**config.mk**
```make
export PLATFORM = sky130hd
export DESIGN_NAME = sfifo_ctrl
export DESIGN_NICKNAME = d
export VERILOG_FILES = /design/src/rtl/sfifo_ctrl.sv
export SDC_FILE = /design/constraint.sdc
export NUM_CORES = 1
export LEC_CHECK = 0
export ABC_CLOCK_PERIOD_IN_PS = 13540
export BUFFER_PORTS_ARGS = -buffer_cell sky130_fd_sc_hd__buf_2
export CORE_MARGIN = 2
export CORE_UTILIZATION = 35
export CTS_CLUSTER_SIZE = 14
export DETAILED_ROUTE_END_ITERATION = 8
export HOLD_SLACK_MARGIN = 0.08
export PLACE_DENSITY_LB_ADDON = 0.2
export SLEW_MARGIN = 10
export SYNTH_ARGS = -nofsm -noshare
export SYNTH_HDL_FRONTEND = slang
export SYNTH_SLANG_ARGS = --single-unit
```
**constraint.sdc**
```tcl
create_clock -name clk -period 13.54 [get_ports clk]
set_input_delay 1.354 -clock clk [delete_from_list [all_inputs] [get_ports clk]]
set_output_delay 1.354 -clock clk [all_outputs]
set_load 0.05 [all_outputs]
```
**src/rtl/sfifo_ctrl.sv**
```systemverilog
// sfifo_ctrl: single-clock FIFO with standard/FWFT read, selectable read latency and sticky error capture
module sfifo_ctrl #(
  parameter int U_DLY             = 1,
  parameter int FIFO_WIDTHBIT     = 32,
  parameter int FIFO_DEPTHBIT     = 4,
  parameter int FIFO_NAFULL_SIZE  = 4,
  parameter int FIFO_NAEMPTY_SIZE = 4,
  parameter int FIFO_READ_DELAY   = 1,
  parameter int FIFO_FWFT         = 0
) (
  input  logic                     clk,
  input  logic                     rst,
  input  logic                     fifo_wen,
  input  logic [FIFO_WIDTHBIT-1:0] fifo_wdata,
  output logic                     fifo_nfull,
  output logic                     fifo_nafull,
  input  logic                     fifo_ren,
  output logic [FIFO_WIDTHBIT-1:0] fifo_rdata,
  output logic                     fifo_rvld,
  output logic                     fifo_nempty,
  output logic                     fifo_naempty,
  output logic [FIFO_DEPTHBIT:0]   fifo_cnt,
  input  logic                     fifo_clr_err,
  output logic                     fifo_overflow,
  output logic                     fifo_underflow,
  output logic                     fifo_err_side
);
  localparam int DB = FIFO_DEPTHBIT;
  localparam int W = FIFO_WIDTHBIT;
  localparam int DEPTH = 1 << DB;
  localparam logic [DB:0] CNT_FULL = (DB+1)'(DEPTH);
  localparam bit FWFT = FIFO_FWFT != 0;
  localparam bit RL2 = FIFO_READ_DELAY == 2;

  if (FIFO_DEPTHBIT < 2 || FIFO_DEPTHBIT > 12 || FIFO_NAFULL_SIZE < 1 || FIFO_NAFULL_SIZE > DEPTH - 1 ||
      FIFO_NAEMPTY_SIZE < 1 || FIFO_NAEMPTY_SIZE > DEPTH - 1 || (FIFO_READ_DELAY != 1 && FIFO_READ_DELAY != 2) ||
      FIFO_FWFT < 0 || FIFO_FWFT > 1 || U_DLY < 0) begin : g_bad_param
    $error("sfifo_ctrl: illegal parameter value");
  end

  logic [W-1:0]  r_mem [0:DEPTH-1];
  logic [DB-1:0] r_wptr, r_rptr;
  logic [DB:0]   r_cnt;
  logic [W-1:0]  r_q1, r_q2;
  logic          r_v1, r_v2;
  logic [W-1:0]  r_pq [0:2];
  logic [W-1:0]  w_pq [0:2];
  logic [1:0]    r_pn, r_pf, w_pf_net, w_pq_idx;
  logic          r_ovf, r_unf, r_side;
  logic [W-1:0]  w_arr_d;
  logic          w_arr_v, w_rvld, w_pop, w_rd_acc, w_issue, w_wr_acc;
  logic          w_ovf, w_unf, w_shift, w_push, w_ovf_b, w_unf_b, w_side_b, w_first;

  // In FWFT mode the RAM is read ahead whenever a word is stored and a prefetch slot is free
  assign w_arr_v  = RL2 ? r_v2 : r_v1;
  assign w_arr_d  = RL2 ? r_q2 : r_q1;
  assign w_rvld   = FWFT ? (r_pn != 2'd0 || w_arr_v) : w_arr_v;
  assign w_pop    = fifo_ren && w_rvld;
  assign w_rd_acc = FWFT ? w_pop : (fifo_ren && r_cnt != '0);
  assign w_pf_net = r_pf - {1'b0, w_pop};
  assign w_issue  = FWFT ? (r_cnt > (DB+1)'(r_pf) && w_pf_net < 2'(FIFO_READ_DELAY + 1)) : w_rd_acc;
  assign w_wr_acc = fifo_wen && (r_cnt != CNT_FULL || w_rd_acc);
  assign w_ovf    = fifo_wen && !w_wr_acc;
  assign w_unf    = fifo_ren && !w_rd_acc;
  assign w_shift  = w_pop && r_pn != 2'd0;
  assign w_push   = w_arr_v && !(w_pop && r_pn == 2'd0);
  assign w_pq_idx = r_pn - {1'b0, w_shift};
  assign w_ovf_b  = r_ovf && !fifo_clr_err;
  assign w_unf_b  = r_unf && !fifo_clr_err;
  assign w_side_b = r_side && !fifo_clr_err;
  assign w_first  = !(w_ovf_b || w_unf_b) && (w_ovf || w_unf);

  // Next prefetch queue: drop the popped head, append the word arriving from the RAM pipeline
  always_comb begin
    w_pq[0] = w_shift ? r_pq[1] : r_pq[0];
    w_pq[1] = w_shift ? r_pq[2] : r_pq[1];
    w_pq[2] = r_pq[2];
    if (w_push) w_pq[w_pq_idx] = w_arr_d;
  end

  // Storage array write port
  always_ff @(posedge clk)
    if (w_wr_acc) r_mem[r_wptr] <= fifo_wdata;

  // Pointers, total occupancy and outstanding prefetch count
  always_ff @(posedge clk)
    if (rst) begin
      r_wptr <= '0;
      r_rptr <= '0;
      r_cnt  <= '0;
      r_pf   <= '0;
    end else begin
      r_wptr <= r_wptr + DB'(w_wr_acc);
      r_rptr <= r_rptr + DB'(w_issue);
      r_cnt  <= r_cnt + (DB+1)'(w_wr_acc) - (DB+1)'(w_rd_acc);
      r_pf   <= FWFT ? r_pf + 2'(w_issue) - 2'(w_pop) : 2'd0;
    end

  // Registered RAM read plus optional second output stage; data holds between reads
  always_ff @(posedge clk)
    if (rst) begin
      r_q1 <= '0;
      r_q2 <= '0;
      r_v1 <= 1'b0;
      r_v2 <= 1'b0;
    end else begin
      r_v1 <= w_issue;
      r_v2 <= r_v1;
      if (w_issue) r_q1 <= r_mem[r_rptr];
      if (r_v1) r_q2 <= r_q1;
    end

  // FWFT holding queue for words that arrived but have not been popped
  always_ff @(posedge clk)
    if (rst) begin
      r_pn <= 2'd0;
      r_pq <= '{default: '0};
    end else if (FWFT) begin
      r_pn <= r_pn - {1'b0, w_shift} + {1'b0, w_push};
      r_pq <= w_pq;
    end

  // Sticky error flags; a new error beats a same-cycle clear and re-latches the side
  always_ff @(posedge clk)
    if (rst) begin
      r_ovf  <= 1'b0;
      r_unf  <= 1'b0;
      r_side <= 1'b0;
    end else begin
      r_ovf  <= w_ovf_b || w_ovf;
      r_unf  <= w_unf_b || w_unf;
      r_side <= w_first ? w_unf : w_side_b;
    end

  assign fifo_rdata     = (FWFT && r_pn != 2'd0) ? r_pq[0] : w_arr_d;
  assign fifo_rvld      = w_rvld;
  assign fifo_cnt       = r_cnt;
  assign fifo_nfull     = r_cnt != CNT_FULL;
  assign fifo_nafull    = (CNT_FULL - r_cnt) > (DB+1)'(FIFO_NAFULL_SIZE);
  assign fifo_nempty    = r_cnt != '0;
  assign fifo_naempty   = r_cnt > (DB+1)'(FIFO_NAEMPTY_SIZE);
  assign fifo_overflow  = r_ovf;
  assign fifo_underflow = r_unf;
  assign fifo_err_side  = r_side;
endmodule
```
### Word level (Yosys, flattened, before mapping)

Memory sizes are Yosys's and may differ from the RTL's. A register that Yosys moved wholly into a read port is not among the register bits.
Index checks and enable logic that the tools add are counted.

* flip-flop bits (word level): 17
* latch bits: 0
* bits in writable memories: 512
* memory bits (read-only): 0
* input bits: 37
* output and inout port bits: 45
* logic and storage cells: 37
* memories kept: 1

Memory list
* r_mem: words 16, bits a word 32, rd ports 1, clocked after Yosys merged registers in 1, write ports 1, RTL line 41 `logic [W-1:0] r_mem [0:DEPTH-1];`

* $add $sub $neg: 5
* multiply operators: 0
* div/mod/pow operators: 0
* $lt $le $gt $ge: 2
* equal/unequal tests: 1
* shift operators: 0
* mux-type cells: 3
* bitwise logic cells: 0
* reduce and logical (&&, ||, !) cells: 18

Operators by type and width (count)
* $gt 5x3->1 const B: 2
* $add 4x1->4: 2
* $logic_and 1x1->1: 8
* $add 5x1->5: 1
* $logic_or 1x1->1: 5
* $ne 5x5->1 const B: 1
* $reduce_bool 5->1: 1
* $sub 5x1->5: 1
* $sub 5x5->5 const A: 1
* $logic_not 1->1: 4
* $mux 1: 3

### Logic depth before layout (Yosys ltp)

* depth after elaboration: 9
* depth in mapped cells: 16

### Worst setup path after synthesis

Ideal clock, no wire load.

* path type: register to register
* from: register r_cnt[2] (netlist: fifo_cnt[2])
* to: memory r_mem[0][0] in the netlist's numbering, enable pin
* library setup time: 0.461 ns
* arrival time: 4.462 ns
* data required time: 13.079 ns
* setup slack: 8.617 ns
* cell stages (with the launch flop): 9
* clock period less this slack: 4.923 ns
* path through: dfxtp_1 inv_1 ha_1 and2_1 ha_1 inv_1 o21ai_1 or3_1 nor3_1

* elaborated cells on any way between the ends: 7
* those cells by class: eq/ne: 1; mux: 2; reduce/logical: 4

RTL lines
* start: declaration: RTL line 43 `logic [DB:0] r_cnt;`
* start signal: assignment: RTL line 95 `r_cnt <= r_cnt + (DB+1)'(w_wr_acc) - (DB+1)'(w_rd_acc);`
* $ne 5x5->1
* net fifo_nfull: RTL line 15 `output logic fifo_nfull,`
* $logic_or 1x1->1: RTL line 62 `assign w_wr_acc = fifo_wen && (r_cnt != CNT_FULL || w_rd_acc);`
* $logic_and 1x1->1: RTL line 62
* $mux 1: RTL line 83 `if (w_wr_acc) r_mem[r_wptr] <= fifo_wdata;`
* $mux 1 (not written as such): RTL line 83
* end: declaration: RTL line 41

The timed path passes the listed nets, and every way through them passes these cells.

### Final worst setup path

* from: register r_cnt[2] (netlist: fifo_cnt[2])
* to: memory r_mem[10][19] in the netlist's numbering, enable pin

* longest elaborated chain between the ends: 6
* elaborated cells on any way between the ends: 7
* those cells by class: eq/ne: 1; mux: 2; reduce/logical: 4

Ends and longest elaborated chain
* $reduce_bool 5->1: RTL line 59 `assign w_rd_acc = FWFT ? w_pop : (fifo_ren && r_cnt != '0);`
* $logic_and 1x1->1: RTL line 59
* net w_issue: RTL line 51 `logic w_arr_v, w_rvld, w_pop, w_rd_acc, w_issue, w_wr_acc;`
* $logic_or 1x1->1: RTL line 62
* $logic_and 1x1->1: RTL line 62
* $mux 1: RTL line 83
* $mux 1 (not written as such): RTL line 83

The timed path passes the listed nets, and every way through them passes these cells.

==> flow_summary.ini <==
[grt]
grt-ovfl-total = 0
grt_pass1_vias = 10623
grt_max_degree = 94
grt_pass1_wl_um = 69000
antenna_found_initial = 0
track_usage_pct = 14.8

[floorplanning]
fp-row-count = 90
start_util_pct = 35.3
die_x_um = 251
die-area_um2 = 62900
die_y_um = 251
core-area_um2 = 60400
io_pins = 82

[detailed_routing]
final_antenna_net_count = 0
drt_iter0_markers = 608
drt_first_pass_iters = 5
drc = 0
wl_per_cell_um = 23.3
wl_um = 46100
routed_via_density = 5.08
vias = 10066

[cts]
clock_sinks = 561
clk_latency_ps = 620
cts.repair.resized = 0
clk_pin_slew_ps = 60
cts_hold_buf = 0
cts_tree = built
cts_buffers = 59
cts_max_level = 2
cts_buffer_depth = 3
cts-root-buf = clkbuf_16
post_cts_buffers = 0

[pwr]
p_leak_nw = 7.95
power.density_nw_per_um2 = 179
ir_worst_vdd_mv = 0.134

[logic_synthesis]
ys.flop_type = edfxtp_1
syn_inst = 1040
synth.yosys.seq_area_share_pct = 76.7
syn_area_um2 = 21300
synthArstFlopShare_pct = 0
synth_edf_count = 512
ys_warn_count = 0
ys_ff_latch = 561
synthesis.nets = 1092
post_synth.cell_area_avg_um2 = 20.5
synth_cell_types = 38

[sta]
clock_skew_ps = 23.1
setup_viol = 0
fin_crit_ps = 3570
hold_violations = 0
timing.final.crit_share_pct = 26.4
final-max-slew-violation-count = 0
worst_slew_pin_slew_ps = 1140
rsz0062_at_grt = no
slew_headroom_pct = 23.5
tns_ps = 0
fmax_ghz = 0.280

[layout]
drive_gt1_share_pct = 27.4
area_delta_synth_final_pct = 15.4
nNetsFinal = 1200
final_util_pct = 40.8
diodes = 0

[critical_path]
path_cells = inv_1 > ha_1 > and2_1 > ha_1 > nand2b_1 > inv_1 > o21ai_1 > inv_1 > nand3b_1 > nor2_4 > buf_4
endpoint_kind = flop
worst-path-buf-inv = 4
crit_arrival_ps = 3840
worstPathMaxFanout = 17
slowest_delay_ps = 700
startpoint_type = flop
crit_required_ps = 13810
critical_path.top_delay_family = simple AND/OR/NAND/NOR gates
crit_path_frequent_cell = inv_1
critPathKind = reg -> reg
slowest_stage = nor2_4

[run]
cap_violations = 0

[min_path]
hp-class = reg -> reg

[place]
portBuffers = 81
globalplace.congestion = 0.737
dp_hpwl_um = 25500

[outcome]
status = complete, no violations
layer usage:
layer | up-vias | wire (um) | part of all wire, % | track usage, %
met5 | - | 0 | 0 | 0
met4 | 0 | 887 | 1.9 | 4.15
met3 | 68 | 1460 | 3.2 | 2.10
met2 | 154 | 22900 | 50 | 24.8
met1 | 5342 | 20900 | 45 | 20.1
li1 | 4502 | - | - | -
Yosys cell counts (4+ instances only):
| master | n | area [um^2] |
|---|---|---|
| edfxtp_1 | 512 | 15400 |
| mux4_2 | 87 | 1960 |
| mux2i_1 | 64 | 641 |
| dfxtp_1 | 49 | 981 |
| clkbuf_1 | 34 | 128 |
| nand2_1 | 34 | 128 |
| a22oi_1 | 33 | 248 |
| a221oi_1 | 32 | 280 |
| mux2_2 | 32 | 360 |
| o21ai_0 | 28 | 140 |
| nor2_1 | 27 | 101 |
| ha_1 | 14 | 175 |
| inv_1 | 13 | 48.8 |
| mux4_1 | 9 | 236 |
| buf_6 | 8 | 90.1 |
| nor2b_1 | 7 | 43.8 |
| buf_2 | 6 | 30.0 |
| buf_4 | 6 | 45.0 |
| o21ai_1 | 6 | 30.0 |
| xnor2_1 | 6 | 52.6 |
| nor3_1 | 4 | 20.0 |
worst register-to-register path, delay by kind of cell, from the launching register on:
family	cells	cell delay, ps
AND/OR/NAND/NOR	4	1350
buffers and inverters	4	910
adder cells (fa/ha/maj)	2	430
flip-flops	1	370
AO/OA/AOI/OAI	1	150
area by class of cell:
type / count / area [um^2]
clock buffers: 94 / 1720
clock inverters: 18 / 153
fillers: 5338 / 35700
inverters: 13 / 48.8
multi-input cells: 408 / 4730
flip-flops and latches: 561 / 16400
well taps: 782 / 978
repair buffers: 105 / 623
through the flow:
step	hold slack, ps	instances	area, um^2	total power, mW	worst slack, ps
2_1_floorplan	535	1040	21300	2.71	8620
5_1_grt	505	1981	24600	4.59	9680
4_1_cts	486	1979	24600	4.47	9900
6_report	483	1981	24600	4.40	9970
3_3_place_gp	470	1867	22700	2.91	9660
3_5_place_dp	471	1867	22700	2.91	9600
state kept, by name (all words and copies together), names as in the netlist:
name            count
r_wptr              4
fifo_underflow      1
fifo_rdata         32
fifo_cnt            5
r_rptr              4
fifo_rvld           1
r_mem             512
fifo_err_side       1
fifo_overflow       1
cell families (layout without fill, tap and decap cells):
family / after synthesis / count (layout) / share of synthesized area, %
muxes: 192 / 192 / 15.0
adders and majority gates: 15 / 15 / 0.915
and+or+nand+nor: 85 / 85 / 1.77
xor gates and xnor gates: 8 / 8 / 0.328
DFF: 561 / 561 / 76.7
buffers and inverters: 71 / 230 / 1.75
AOI/OAI and AO/OA: 108 / 108 / 3.57
cell usage in the layout, fill, tap and decap left out, types with 9 or more instances in the layout:
master and count:
dfxtp_1 46, clkbuf_1 24, nor2_1 14, nor2_4 13, edfxtp_1 512, clkbuf_16 59, inv_1 13, nand2_1 34
ha_1 14, clkbuf_8 11, a22oi_1 33, mux4_2 87, a221oi_1 32, mux2i_1 64, buf_2 81, mux2_2 32
buf_4 21, o21ai_0 28, mux4_1 9
report_power, final:
| group | switching [mW] | internal [mW] |
|---|---|---|
| logic | 0.490 | 0.325 |
| clock network | 0.657 | 0.890 |
| registers | 0.0598 | 1.98 |
| total | 1.21 | 3.19 |
final timing paths:
check	start	end	slack, ps	depth (start not counted)
setup / recovery	fifo_cnt[2]	r_mem[10][19]	9970	11
hold / removal	fifo_rdata[14]	fifo_rdata[14]	480	2
setup reg to reg	fifo_cnt[2]	r_mem[10][19]	9970	11
hold reg to reg	fifo_rdata[14]	fifo_rdata[14]	480	2
Note: power is estimated with default switching activity, not from simulation.
